`src/rtl/robo_cmd_executor_pkg.sv`:
```
// robo_pkg: shared definitions for the command executor.
//   - command codes as produced by the path planner (3 bits)
//   - motor drive codes (2 bits, {fwd, rev})
//   - executor state enum, also exported on the debug state port
//   - follow_drive(): proportional steering map from line sensors to motors
package robo_pkg;

    localparam logic [2:0] CMD_NOP      = 3'd0;
    localparam logic [2:0] CMD_STRAIGHT = 3'd1;
    localparam logic [2:0] CMD_LEFT     = 3'd2;
    localparam logic [2:0] CMD_RIGHT    = 3'd3;
    localparam logic [2:0] CMD_UTURN    = 3'd4;

    localparam logic [1:0] MOT_FWD  = 2'b10;
    localparam logic [1:0] MOT_REV  = 2'b01;
    localparam logic [1:0] MOT_STOP = 2'b00;

    localparam int TURN_TIMER_W = 26;

    typedef enum logic [2:0] {
        ST_IDLE,
        ST_FETCH,
        ST_PIVOT,
        ST_FOLLOW,
        ST_NEXT,
        ST_DONE,
        ST_FAULT
    } state_t;

    // Sensors are {left, centre, right}. When the line drifts to one side,
    // stopping the motor on that side swings the robot back over it. Anything
    // else (centred, gap, node crossing) drives straight ahead.
    function automatic logic [3:0] follow_drive(input logic [2:0] sens);
        case (sens)
            3'b110, 3'b100: follow_drive = {MOT_STOP, MOT_FWD};
            3'b011, 3'b001: follow_drive = {MOT_FWD, MOT_STOP};
            default:        follow_drive = {MOT_FWD, MOT_FWD};
        endcase
    endfunction

endpackage

```
`src/rtl/robo_cmd_executor_node_detector.sv`:
```
// node_detector: debounced node (crossing) detector.
//   clk_50    in   system clock
//   rst_n     in   synchronous active-low reset
//   line_sens in   {left, centre, right} line sensors, 1 = on line
//   node      out  one-cycle pulse after NODE_DEB consecutive 111 samples
// After a pulse the detector is disarmed until it has seen NODE_DEB
// consecutive non-111 samples, so one physical node is counted once.
module node_detector #(
    parameter int NODE_DEB = 1000
) (
    input  logic       clk_50,
    input  logic       rst_n,
    input  logic [2:0] line_sens,
    output logic       node
);

    localparam int              CNT_W    = $clog2(NODE_DEB + 1);
    localparam logic [CNT_W-1:0] CNT_LAST = CNT_W'(NODE_DEB - 1);

    logic             armed;
    logic [CNT_W-1:0] cnt;
    logic             on_node;
    logic             qualify;

    assign on_node = (line_sens == 3'b111);
    // Armed: count 111 samples. Disarmed: count non-111 samples. The same
    // counter serves both phases; any opposite sample restarts it.
    assign qualify = (armed == on_node);

    always_ff @(posedge clk_50) begin
        if (!rst_n) begin
            armed <= 1'b1;
            cnt   <= '0;
            node  <= 1'b0;
        end else begin
            node <= 1'b0;
            if (qualify) begin
                if (cnt == CNT_LAST) begin
                    cnt   <= '0;
                    armed <= ~armed;
                    node  <= armed;
                end else begin
                    cnt <= cnt + CNT_W'(1);
                end
            end else begin
                cnt <= '0;
            end
        end
    end

endmodule

```
`src/rtl/robo_cmd_executor.sv`:
```
// robo_cmd_executor: walks the planner's command list and drives the motors.
//   clk_50       in   system clock
//   rst_n        in   synchronous active-low reset
//   plan_valid   in   planner holds a stable list
//   cmd_count    in   number of list entries
//   robo_command in   entry addressed by counter (combinational lookup)
//   line_sens    in   {left, centre, right} line sensors
//   counter      out  current list index
//   mot_l/mot_r  out  motor drive, 10 fwd / 01 rev / 00 stop
//   busy         out  high from FETCH through NEXT
//   fault        out  sticky pivot-timeout flag
//   state        out  current FSM state (debug)
// Handshake: the planner presents a list by raising plan_valid; the executor
// addresses entries with counter and samples robo_command one cycle after
// counter settles. Holding counter == cmd_count in DONE tells the planner the
// list is consumed; dropping plan_valid then returns the executor to IDLE.
module robo_cmd_executor
    import robo_pkg::*;
#(
    parameter int NODE_DEB = 1000,
    parameter int TURN_MIN = 2500000,
    parameter int TURN_MAX = 50000000
) (
    input  logic       clk_50,
    input  logic       rst_n,
    input  logic       plan_valid,
    input  logic [5:0] cmd_count,
    input  logic [2:0] robo_command,
    input  logic [2:0] line_sens,
    output logic [5:0] counter,
    output logic [1:0] mot_l,
    output logic [1:0] mot_r,
    output logic       busy,
    output logic       fault,
    output state_t     state
);

    localparam logic [TURN_TIMER_W-1:0] TURN_MIN_T = TURN_TIMER_W'(TURN_MIN);
    localparam logic [TURN_TIMER_W-1:0] TURN_MAX_T = TURN_TIMER_W'(TURN_MAX);

    logic                    node;
    logic [2:0]              cmd_q;
    logic [TURN_TIMER_W-1:0] turn_timer;
    logic [TURN_TIMER_W-1:0] timer_nxt;
    logic [5:0]              counter_nxt;
    logic                    centre_prev;
    logic                    reacq;        // U-turn: first centre edge seen
    logic                    centre;
    logic                    centre_rise;
    logic                    turn_armed;
    logic                    pivot_exit;

    node_detector #(.NODE_DEB(NODE_DEB)) u_node_det (
        .clk_50    (clk_50),
        .rst_n     (rst_n),
        .line_sens (line_sens),
        .node      (node)
    );

    assign centre      = line_sens[1];
    assign centre_rise = centre & ~centre_prev;
    assign timer_nxt   = turn_timer + TURN_TIMER_W'(1);
    assign counter_nxt = counter + 6'd1;
    assign turn_armed  = (turn_timer >= TURN_MIN_T);

    // Left/right leave on the first centre hit after the blind period. A
    // U-turn sweeps past the line once on the way round, so it leaves on the
    // second rising edge of centre after the blind period.
    always_comb begin
        pivot_exit = 1'b0;
        if (turn_armed && centre) begin
            if (cmd_q != CMD_UTURN) pivot_exit = 1'b1;
            else                    pivot_exit = centre_rise & reacq;
        end
    end

    always_ff @(posedge clk_50) begin
        if (!rst_n) begin
            state       <= ST_IDLE;
            counter     <= '0;
            mot_l       <= MOT_STOP;
            mot_r       <= MOT_STOP;
            busy        <= 1'b0;
            fault       <= 1'b0;
            cmd_q       <= CMD_NOP;
            turn_timer  <= '0;
            centre_prev <= 1'b0;
            reacq       <= 1'b0;
        end else begin
            centre_prev <= centre;
            case (state)
                ST_IDLE: begin
                    counter <= '0;
                    mot_l   <= MOT_STOP;
                    mot_r   <= MOT_STOP;
                    busy    <= 1'b0;
                    if (plan_valid && (cmd_count != 6'd0)) begin
                        state <= ST_FETCH;
                        busy  <= 1'b1;
                    end
                end

                ST_FETCH: begin
                    cmd_q      <= robo_command;
                    turn_timer <= '0;
                    reacq      <= 1'b0;
                    case (robo_command)
                        CMD_STRAIGHT: begin
                            state          <= ST_FOLLOW;
                            {mot_l, mot_r} <= follow_drive(line_sens);
                        end
                        CMD_LEFT: begin
                            state <= ST_PIVOT;
                            mot_l <= MOT_REV;
                            mot_r <= MOT_FWD;
                        end
                        CMD_RIGHT, CMD_UTURN: begin
                            state <= ST_PIVOT;
                            mot_l <= MOT_FWD;
                            mot_r <= MOT_REV;
                        end
                        default: state <= ST_NEXT;   // no-op and codes 5..7
                    endcase
                end

                ST_PIVOT: begin
                    turn_timer <= timer_nxt;
                    if (timer_nxt == TURN_MAX_T) begin
                        state <= ST_FAULT;
                        fault <= 1'b1;
                        busy  <= 1'b0;
                        mot_l <= MOT_STOP;
                        mot_r <= MOT_STOP;
                    end else if (pivot_exit) begin
                        state          <= ST_FOLLOW;
                        {mot_l, mot_r} <= follow_drive(line_sens);
                    end else if (turn_armed && centre_rise) begin
                        reacq <= 1'b1;
                    end
                end

                ST_FOLLOW: begin
                    {mot_l, mot_r} <= follow_drive(line_sens);
                    if (node) state <= ST_NEXT;
                end

                ST_NEXT: begin
                    counter <= counter_nxt;
                    if (counter_nxt == cmd_count) begin
                        state <= ST_DONE;
                        busy  <= 1'b0;
                        mot_l <= MOT_STOP;
                        mot_r <= MOT_STOP;
                    end else if (!plan_valid) begin
                        // Plan withdrawn: abandon the rest of the list.
                        state   <= ST_IDLE;
                        counter <= '0;
                        busy    <= 1'b0;
                        mot_l   <= MOT_STOP;
                        mot_r   <= MOT_STOP;
                    end else begin
                        state <= ST_FETCH;
                    end
                end

                ST_DONE: begin
                    mot_l <= MOT_STOP;
                    mot_r <= MOT_STOP;
                    busy  <= 1'b0;
                    if (!plan_valid) begin
                        state   <= ST_IDLE;
                        counter <= '0;
                    end
                end

                ST_FAULT: begin
                    mot_l <= MOT_STOP;
                    mot_r <= MOT_STOP;
                    busy  <= 1'b0;
                    fault <= 1'b1;
                end

                default: state <= ST_IDLE;
            endcase
        end
    end

endmodule
```
`config.mk`:
```
export PLATFORM = sky130hd
export DESIGN_NAME = robo_cmd_executor
export DESIGN_NICKNAME = d
export VERILOG_FILES = /design/src/rtl/robo_cmd_executor_pkg.sv /design/src/rtl/robo_cmd_executor_node_detector.sv /design/src/rtl/robo_cmd_executor.sv
export SDC_FILE = /design/constraint.sdc
export NUM_CORES = 1
export LEC_CHECK = 0
export CAP_MARGIN = 10
export CORE_UTILIZATION = 65
export CTS_CLUSTER_SIZE = 20
export DETAILED_ROUTE_END_ITERATION = 10
export DONT_BUFFER_PORTS = 1
export PLACE_DENSITY = 0.81
export REMOVE_ABC_BUFFERS = 1
export SLEW_MARGIN = 25
export SYNTH_ARGS = -nofsm -noshare
export SYNTH_HDL_FRONTEND = slang
export SYNTH_SLANG_ARGS = --single-unit
```
`constraint.sdc`:
```
create_clock -name clk_50 -period 7.55 [get_ports clk_50]
set_clock_uncertainty 0.15 [all_clocks]
set_input_delay 0.755 -clock clk_50 [delete_from_list [all_inputs] [get_ports clk_50]]
set_output_delay 0.755 -clock clk_50 [all_outputs]
set_load 0.01 [all_outputs]
```
==> results by group, run 1 <==
Critical path
  – Worst Path Max Fanout: 12
  – Setup Crit Path Kind: reg2reg
  – Worst EP required: between 7000 and 8000 ps
  – CP Capture Type: register
  – Critical path, cell by cell: nand4_1, or4_4, or4_1, a211oi_1, and4_4, a21oi_4, a221oi_1, a221oi_2
  – Crit-path max cell delay: around 580 ps
  – Crit-path slowest cell: or4_4
  – WP data arrival: ~3600 ps
  – Startpoint types: register

Cells and area
  – Nets: about 480
  – Design area: between 0.003 and 0.004 sq mm
  – N_diodes: 0
  – Fillers: between 400 and 500
  – Syn-to-layout area delta: 6.85%
  – Share of layout cells above drive strength 1: under 10%

Power
  – Worst VDD drop: roughly 0.00019 V
  – Leakage: 0.00128 uW
  – Total power divided by cell area: between 200 and 250 mW/mm^2

Clocking
  – Clk Latency, worst-skew pair: 340 ps
  – H-Tree Depth: 3
  – Num CTS Buffers: 9
  – Clk pin slew, worst setup/hold paths: approximately 70 ps
  – Post-CTS setup buffer count: 0
  – CTS tree: done
  – CTS Sinks: 58
  – Clock Tree Root: clkbuf_8
  – Cts hold-fix bufs: 0
  – Deepest clock path buffer count: 2
  – Post-CTS Resized: 0

GRT
  – Number of global-route vias before repair: about 3300
  – GRT Total Usage: between 30% and 40%
  – Total grt overflow: 0
  – Largest net degree at the start of global routing: 28
  – First-pass GRT wire length: 15100 um
  – Initial antenna violation count: 0

Floorplanning
  – Die Y: around 77 um
  – Die W: 76.6 um
  – Core area: 0.00524 sq mm
  – Initial core utilization: around 70%
  – Io pins: 30
  – Die area: 0.00587 sq mm
  – Row count: 26

Yosys
  – Post-synth EDFFs: 0
  – Top cell type's share of synthesized area: between 30% and 40%
  – Post-Syn Area per Cell: 7.56 sq um
  – Syn Inst Count: 478
  – Number of synthesis warnings: 0
  – Library cells used by synthesis: 65
  – Sequential share of the synthesized area: roughly a third
  – Synth area leaders: dfxtp_1 32%, nor2_1 5.6%, a21oi_1 5.5%
  – Seq cells post-synth: 58
  – Cell taking the most area after synthesis: dfxtp_1
  – Main synth FF type: dfxtp_1
  – Post-Syn Area: roughly 0.0036 sq mm
  – FFs w/ async S/R, synth: 0%

STA
  – Fin worst setup slack: 4060 ps
  – Fin. max-slew vios: 0
  – F_max: about 0.29 GHz
  – RSZ-0062 raised after global routing: no
  – Slew headroom: 52.8%
  – Worst Tran Pin Value: ~700 ps
  – Setup TNS: 0 ps
  – Worst hold slack: 305 ps
  – Final Cycle Share: a little under half
  – Fin. Hold Viols: 0
  – # setup viols final: 0
  – Fin crit period: between 3000 and 4000 ps

Routing
  – Routed met2 length: ~4300 um
  – Vias per cell: between 6 and 7
  – Initial drt markers: 309
  – Routed WL: 8990 um
  – Vias: about 3500
  – Routed len/inst: roughly 17 um
  – M1 WL: slightly below 4000 um
  – Final antenna-violating net count: 0
  – DRC: 0
  – Wire length on met3: a little over 600 um
  – Drt pass-1 iters: 7
  – Max Used Layer: met4

Place
  – Port Buffers: 0
  – Setup WS pre-CTS: 4180 ps
  – DP Wirelength: around 6300 um
  – Placed cell area: roughly 0.0036 sq mm
  – Final GP Congestion: about 1

Worst hold path
  – Hold WC Path Type: reg2reg

Run status
  – Run status: finished clean

Job
  – Max Cap Viol: 0
## area by class of cell
cell class	instances	area [sq um]	area share, %
Clock buffer	11	151	3.92
Sequential cell	58	1160	30.1
Inverter	15	56.3	1.46
Multi-Input combinational cell	375	2280	59.1
Clock inverter	5	100	2.59
Timing Repair Buffer	3	22.5	0.583
Tap cell	70	87.6	2.27
## cells by family (layout without fill, tap and decap cells)
group | count (synthesis) | in the layout | synth area share, %
adders and majority gates | 4 | 4 | 1.38
xor gates and xnor gates | 26 | 26 | 6.71
buffers and inverters | 45 | 34 | 4.95
AOI/OAI and AO/OA | 122 | 122 | 22.0
DFF | 58 | 58 | 32.1
muxes | 6 | 6 | 1.66
and+or+nand+nor | 217 | 217 | 31.1
## path summary, 6_finish.rpt
kind / from / to / slack (ps) / cells past startpoint
worst min-delay path: cmd_q[1] / cmd_q[1] / 310 / 2
worst max-delay path: turn_timer[9] / mot_l[1] / 4060 / 8
worst min register to register: cmd_q[1] / cmd_q[1] / 310 / 2
worst max register to register: turn_timer[9] / mot_l[1] / 4060 / 8
## worst max-delay path, delay by kind of cell, from the launching register on
family | cells | cell delay [ps]
simple gates | 4 | 1820
compound gates | 4 | 850
flops | 1 | 520
## sequential cells by signal (all words and copies together), names as in the netlist, 2 cells and up
name / cells
cmd_q: 3
counter: 6
mot_l: 2
mot_r: 2
state: 3
turn_timer: 26
u_node_det.cnt: 10
## per-stage QoR
step / std cells / total power (uW) / utilization (%)
2_1_floorplan: 448 / 507 / -
3_3_place_gp: 521 / 554 / 68.8
3_5_place_dp: 521 / 563 / 68.8
4_1_cts: 537 / 925 / 73.6
5_1_grt: 537 / 971 / 73.8
6_report: 537 / 932 / 73.8
## layer usage
layer	vias up	global-route usage, %
li1	1715	-
met3	25	6.83
met2	149	52.3
met1	1656	40.2
met5	-	0
met4	0	13.1
## layout by cell type, fill, tap and decap left out, types with 5 or more instances in the layout
cell,netlist,routed
xnor2_1,16,16
dfxtp_1,58,58
o21ai_0,26,26
nor3_1,19,19
nand2_1,43,43
clkbuf_8,0,11
xor2_1,9,9
mux2i_1,6,6
nor2_1,54,54
and3_1,8,8
inv_1,15,15
nand3_1,32,32
nor2b_1,7,7
a21oi_1,40,39
nor4_1,12,12
nand2b_1,6,6
a21o_1,5,5
nand4_1,9,9
or4_1,5,5
a22oi_1,6,6
## power breakdown
| part | leakage, uW | internal, uW | total (uW) | switching (uW) |
|---|---|---|---|---|
| sequential | 0.000469 | 323 | 358 | 34.8 |
| clock | 0.000129 | 236 | 368 | 131 |
| combinational | 0.000680 | 71.9 | 206 | 134 |
## synthesized netlist by cell type (5+ instances only)
library cell  number
nand2_1           43
o21ai_0           26
buf_2              5
a22oi_1            6
mux2i_1            6
xor2_1             9
xnor2_1           16
clkbuf_1          24
nand4_1            9
nor3_1            19
and3_1             8
nor2_1            54
a211oi_1           5
or4_1              5
nand2b_1           6
inv_1             15
a21o_1             5
a21oi_1           40
nor2b_1            7
dfxtp_1           58
nand3_1           32
nor4_1            12
Power figures use the tool's default switching activity.
==> inputs of run 2 (changes only) <==
--- a/config.mk
+++ b/config.mk
@@ -6,11 +6,11 @@
 export NUM_CORES = 1
 export LEC_CHECK = 0
 export CAP_MARGIN = 10
-export CORE_UTILIZATION = 65
+export CORE_UTILIZATION = 58
 export CTS_CLUSTER_SIZE = 20
 export DETAILED_ROUTE_END_ITERATION = 10
 export DONT_BUFFER_PORTS = 1
-export PLACE_DENSITY = 0.81
+export PLACE_DENSITY = 0.76
 export REMOVE_ABC_BUFFERS = 1
 export SLEW_MARGIN = 25
 export SYNTH_ARGS = -nofsm -noshare
==> constraint.sdc (replaced) <==
create_clock -name clk_50 -period 2.95 [get_ports clk_50]
set_clock_uncertainty 0.15 [all_clocks]
set_input_delay 0.295 -clock clk_50 [delete_from_list [all_inputs] [get_ports clk_50]]
set_output_delay 0.295 -clock clk_50 [all_outputs]
set_load 0.01 [all_outputs]
==> run 2 against run 1 <==
Final cell count up 9.9%. Clock power rose to 2.5 times the previous value. Critical path depth up 2. Via count up 6.4%. Global-route usage down 1.3 points. Critical endpoint unchanged. Largest power group unchanged.
==> results by group, run 2 (synthesized netlist as in run 1, its figures left out) <==
Cells and area
  – Share of layout cells above drive strength 1: 17.9% (+10 points)
  – Commonest non-fill, non-tap cells in the layout: 53 x nor2_1, 53 x dfxtp_1, 46 x buf_4, 43 x nand2_1, 38 x a21oi_1
  – Nets: 529 (+10%)
  – Largest regs: turn_timer x26, u_node_det.cnt x10, counter x6
  – Syn-to-layout area delta: 18.9%
  – Max reg flops: 26 (unchanged)
  – Fillers: 475 (+18%)
  – Largest Register: turn_timer
  – Reg area: 0.00117 sq mm (+0.54%)
  – N_diodes: 0 (unchanged)
  – Multi-input logic area: 0.00234 sq mm (+2.2%)

Critical path
  – Startpoint types: register
  – Setup Crit Path Kind: reg2reg
  – CP Capture Type: register
  – Critical R2R Capture: mot_l[1]
  – R2r worst-path depth: 10 (+2)
  – Critical R2R Launch: turn_timer[12]
  – Worst Path Max Fanout: 4 (-8)
  – Worst EP required: 3060 ps (-4550 ps)
  – Reg2reg setup slack: 120 ps (-3950 ps)
  – WP data arrival: 2950 ps (-600 ps)

Floorplanning
  – Row count: 28 (+7.7%)
  – Die Y: 81.0 um (+5.7%)
  – Die W: 81.0 um (+5.7%)
  – Core area: 0.00596 sq mm (+14%)
  – Initial core utilization: 60.7% (-8.3 points)
  – Die area: 0.00655 sq mm (+12%)
  – Io pins: 30 (unchanged)

Clocking
  – Clk Latency, worst-skew pair: 350 ps (about the same)
  – Clk pin slew, worst setup/hold paths: 80 ps (about the same)
  – CTS Sinks: 58 (unchanged)
  – Clock Tree Root: clkbuf_8
  – Deepest clock path buffer count: 2 (unchanged)
  – CTS tree: done
  – Num CTS Buffers: 9 (unchanged)
  – H-Tree Depth: 3 (unchanged)

GRT
  – Largest net degree at the start of global routing: 27 (-3.6%)
  – Total grt overflow: 0 (unchanged)
  – First-pass GRT wire length: 15400 um (+2.3%)
  – GRT Total Usage: 30.4% (-1.3 points)
  – Number of global-route vias before repair: 3348 (+3.0%)
  – Initial antenna violation count: 0 (unchanged)

Worst hold path
  – Hold path start: line_sens[2]
  – Hold EP: u_node_det.node
  – Hold WC Path Type: in2reg
  – Hold Path Depth: 2 (unchanged)

Power
  – Total power draw: 2430 uW (+160%)
  – Psw: 820 uW (+170%)
  – Combinational share of power: 25.8% (+3.7 points)
  – Worst VDD drop: 0.000413 V (+120%)
  – Cell internal pwr: 1610 uW (+160%)
  – Clock share of power: 38.5% (-0.9 points)
  – Sw frac: 33.7% (+1.5 points)
  – Leakage: 0.00152 uW (+19%)
  – Seq pwr share: 35.7% (-2.7 points)
  – Total power divided by cell area: 566 mW/mm^2 (+130%)

Routing
  – Final antenna-violating net count: 0 (unchanged)
  – Vias per cell: 6.39 (-3.2%)
  – Routed len/inst: 16.7 um (-0.38%)
  – Vias: 3772 (+6.4%)
  – DRC: 0 (unchanged)
  – Initial drt markers: 347 (+12%)
  – Routed WL: 9840 um (+9.5%)
  – Drt pass-1 iters: 6 (-1)

Place
  – Final GP Congestion: 0.938 (-3.6%)
  – Port Buffers: 0 (unchanged)
  – DP Wirelength: 6730 um (+6.9%)

STA
  – Fin. Hold Viols: 0 (unchanged)
  – F_max: 0.353 GHz (+23%)
  – Worst Tran Pin Value: 776 ps (+69.8 ps)
  – Setup TNS: 0 ps (unchanged)
  – # setup viols final: 0 (unchanged)
  – Slew headroom: 48.2% (-4.6 points)
  – Worst hold slack: 11.6 ps (-294 ps)
  – Fin crit period: 2830 ps (-651 ps)
  – Final Cycle Share: 96.1% (+50 points)
  – Fin. max-slew vios: 0 (unchanged)

Job
  – Max Cap Viol: 0 (unchanged)

Run status
  – Run status: finished clean
-- run 2: cell types whose count changed in the layout (fill, tap and decap cells not counted), moves of 2 or more --
| cell | previous run | this run |
|---|---|---|
| clkinv_2 | 2 | 0 |
| buf_4 | 3 | 46 |
| dfxtp_2 | 0 | 5 |
| clkbuf_8 | 11 | 9 |
| dfxtp_1 | 58 | 53 |
| clkinv_4 | 0 | 3 |
| dlygate4sd3_1 | 0 | 5 |
-- run 2: power by group through the flow --
stage / Sequential [uW] / Clock, uW / Combinational [uW]
3_5_place_dp: 884 / 0 / 594
5_1_grt: 874 / 971 / 691
4_1_cts: 867 / 943 / 605
2_1_floorplan: 910 / 0 / 386
6_report: 869 / 936 / 627
3_3_place_gp: 882 / 0 / 582
-- run 2: worst max-delay path, stage by stage (launching register included) --
cell      delay (ps)
dfxtp_1          370
nand4_1          210
buf_4            230
nor3_2           210
nand3_1          120
a2111o_1         440
nor4_4           280
buf_4            190
a21oi_4           70
a21o_4           240
a221oi_2         220
-- run 2: area by class of cell --
cell class                      instances  area share, %
Clock buffer                            9           2.88
Tap cell                               75           2.18
Timing Repair Buffer                   51           9.20
Multi-Input combinational cell        375           54.4
Sequential cell                        58           27.2
Inverter                               15           1.31
Clock inverter                          7           2.91
-- run 2: repair_timing --
action                                  in CTS  in global routing
hold endpoints to repair                    13                  0
endpoints found under the setup margin       3                  8
setup buffers                                0                  4
pin swaps                                    2                 11
hold buffers                                 5                  0
gates resized for setup                      2                 15
-- run 2: worst max path at each step --
stage	startpoint	endpoint	slack [ps]	cells past startpoint
floorplan	turn_timer[0]	mot_l[1]	-170	9
global placement	turn_timer[0]	mot_l[1]	40	9
detailed placement	turn_timer[0]	mot_l[1]	-20	9
CTS	turn_timer[1]	mot_l[1]	7	9
global route	turn_timer[12]	mot_l[1]	-20	10
finish	turn_timer[12]	mot_l[1]	120	10
-- run 2: routing by layer --
metal	wire, um	global-route usage, %	share of wire (%)	vias up
met2	4790	51.2	49	130
met5	0	0	0	-
met4	110	7.86	1.1	0
met1	4300	38.6	44	1821
met3	644	7.64	6.5	16
li1	-	-	-	1805
-- run 2: through the flow --
stage                     setup slack, ps  std cells  util, %  cell area [sq um]
after floorplan                      -167        448        -               3490
after global placement               36.1        565     65.5               3900
after detailed placement            -18.3        565     65.5               3900
after CTS                            6.54        586     70.6               4210
after global routing                -23.7        590     72.2               4300
final                                 116        590     72.2               4300
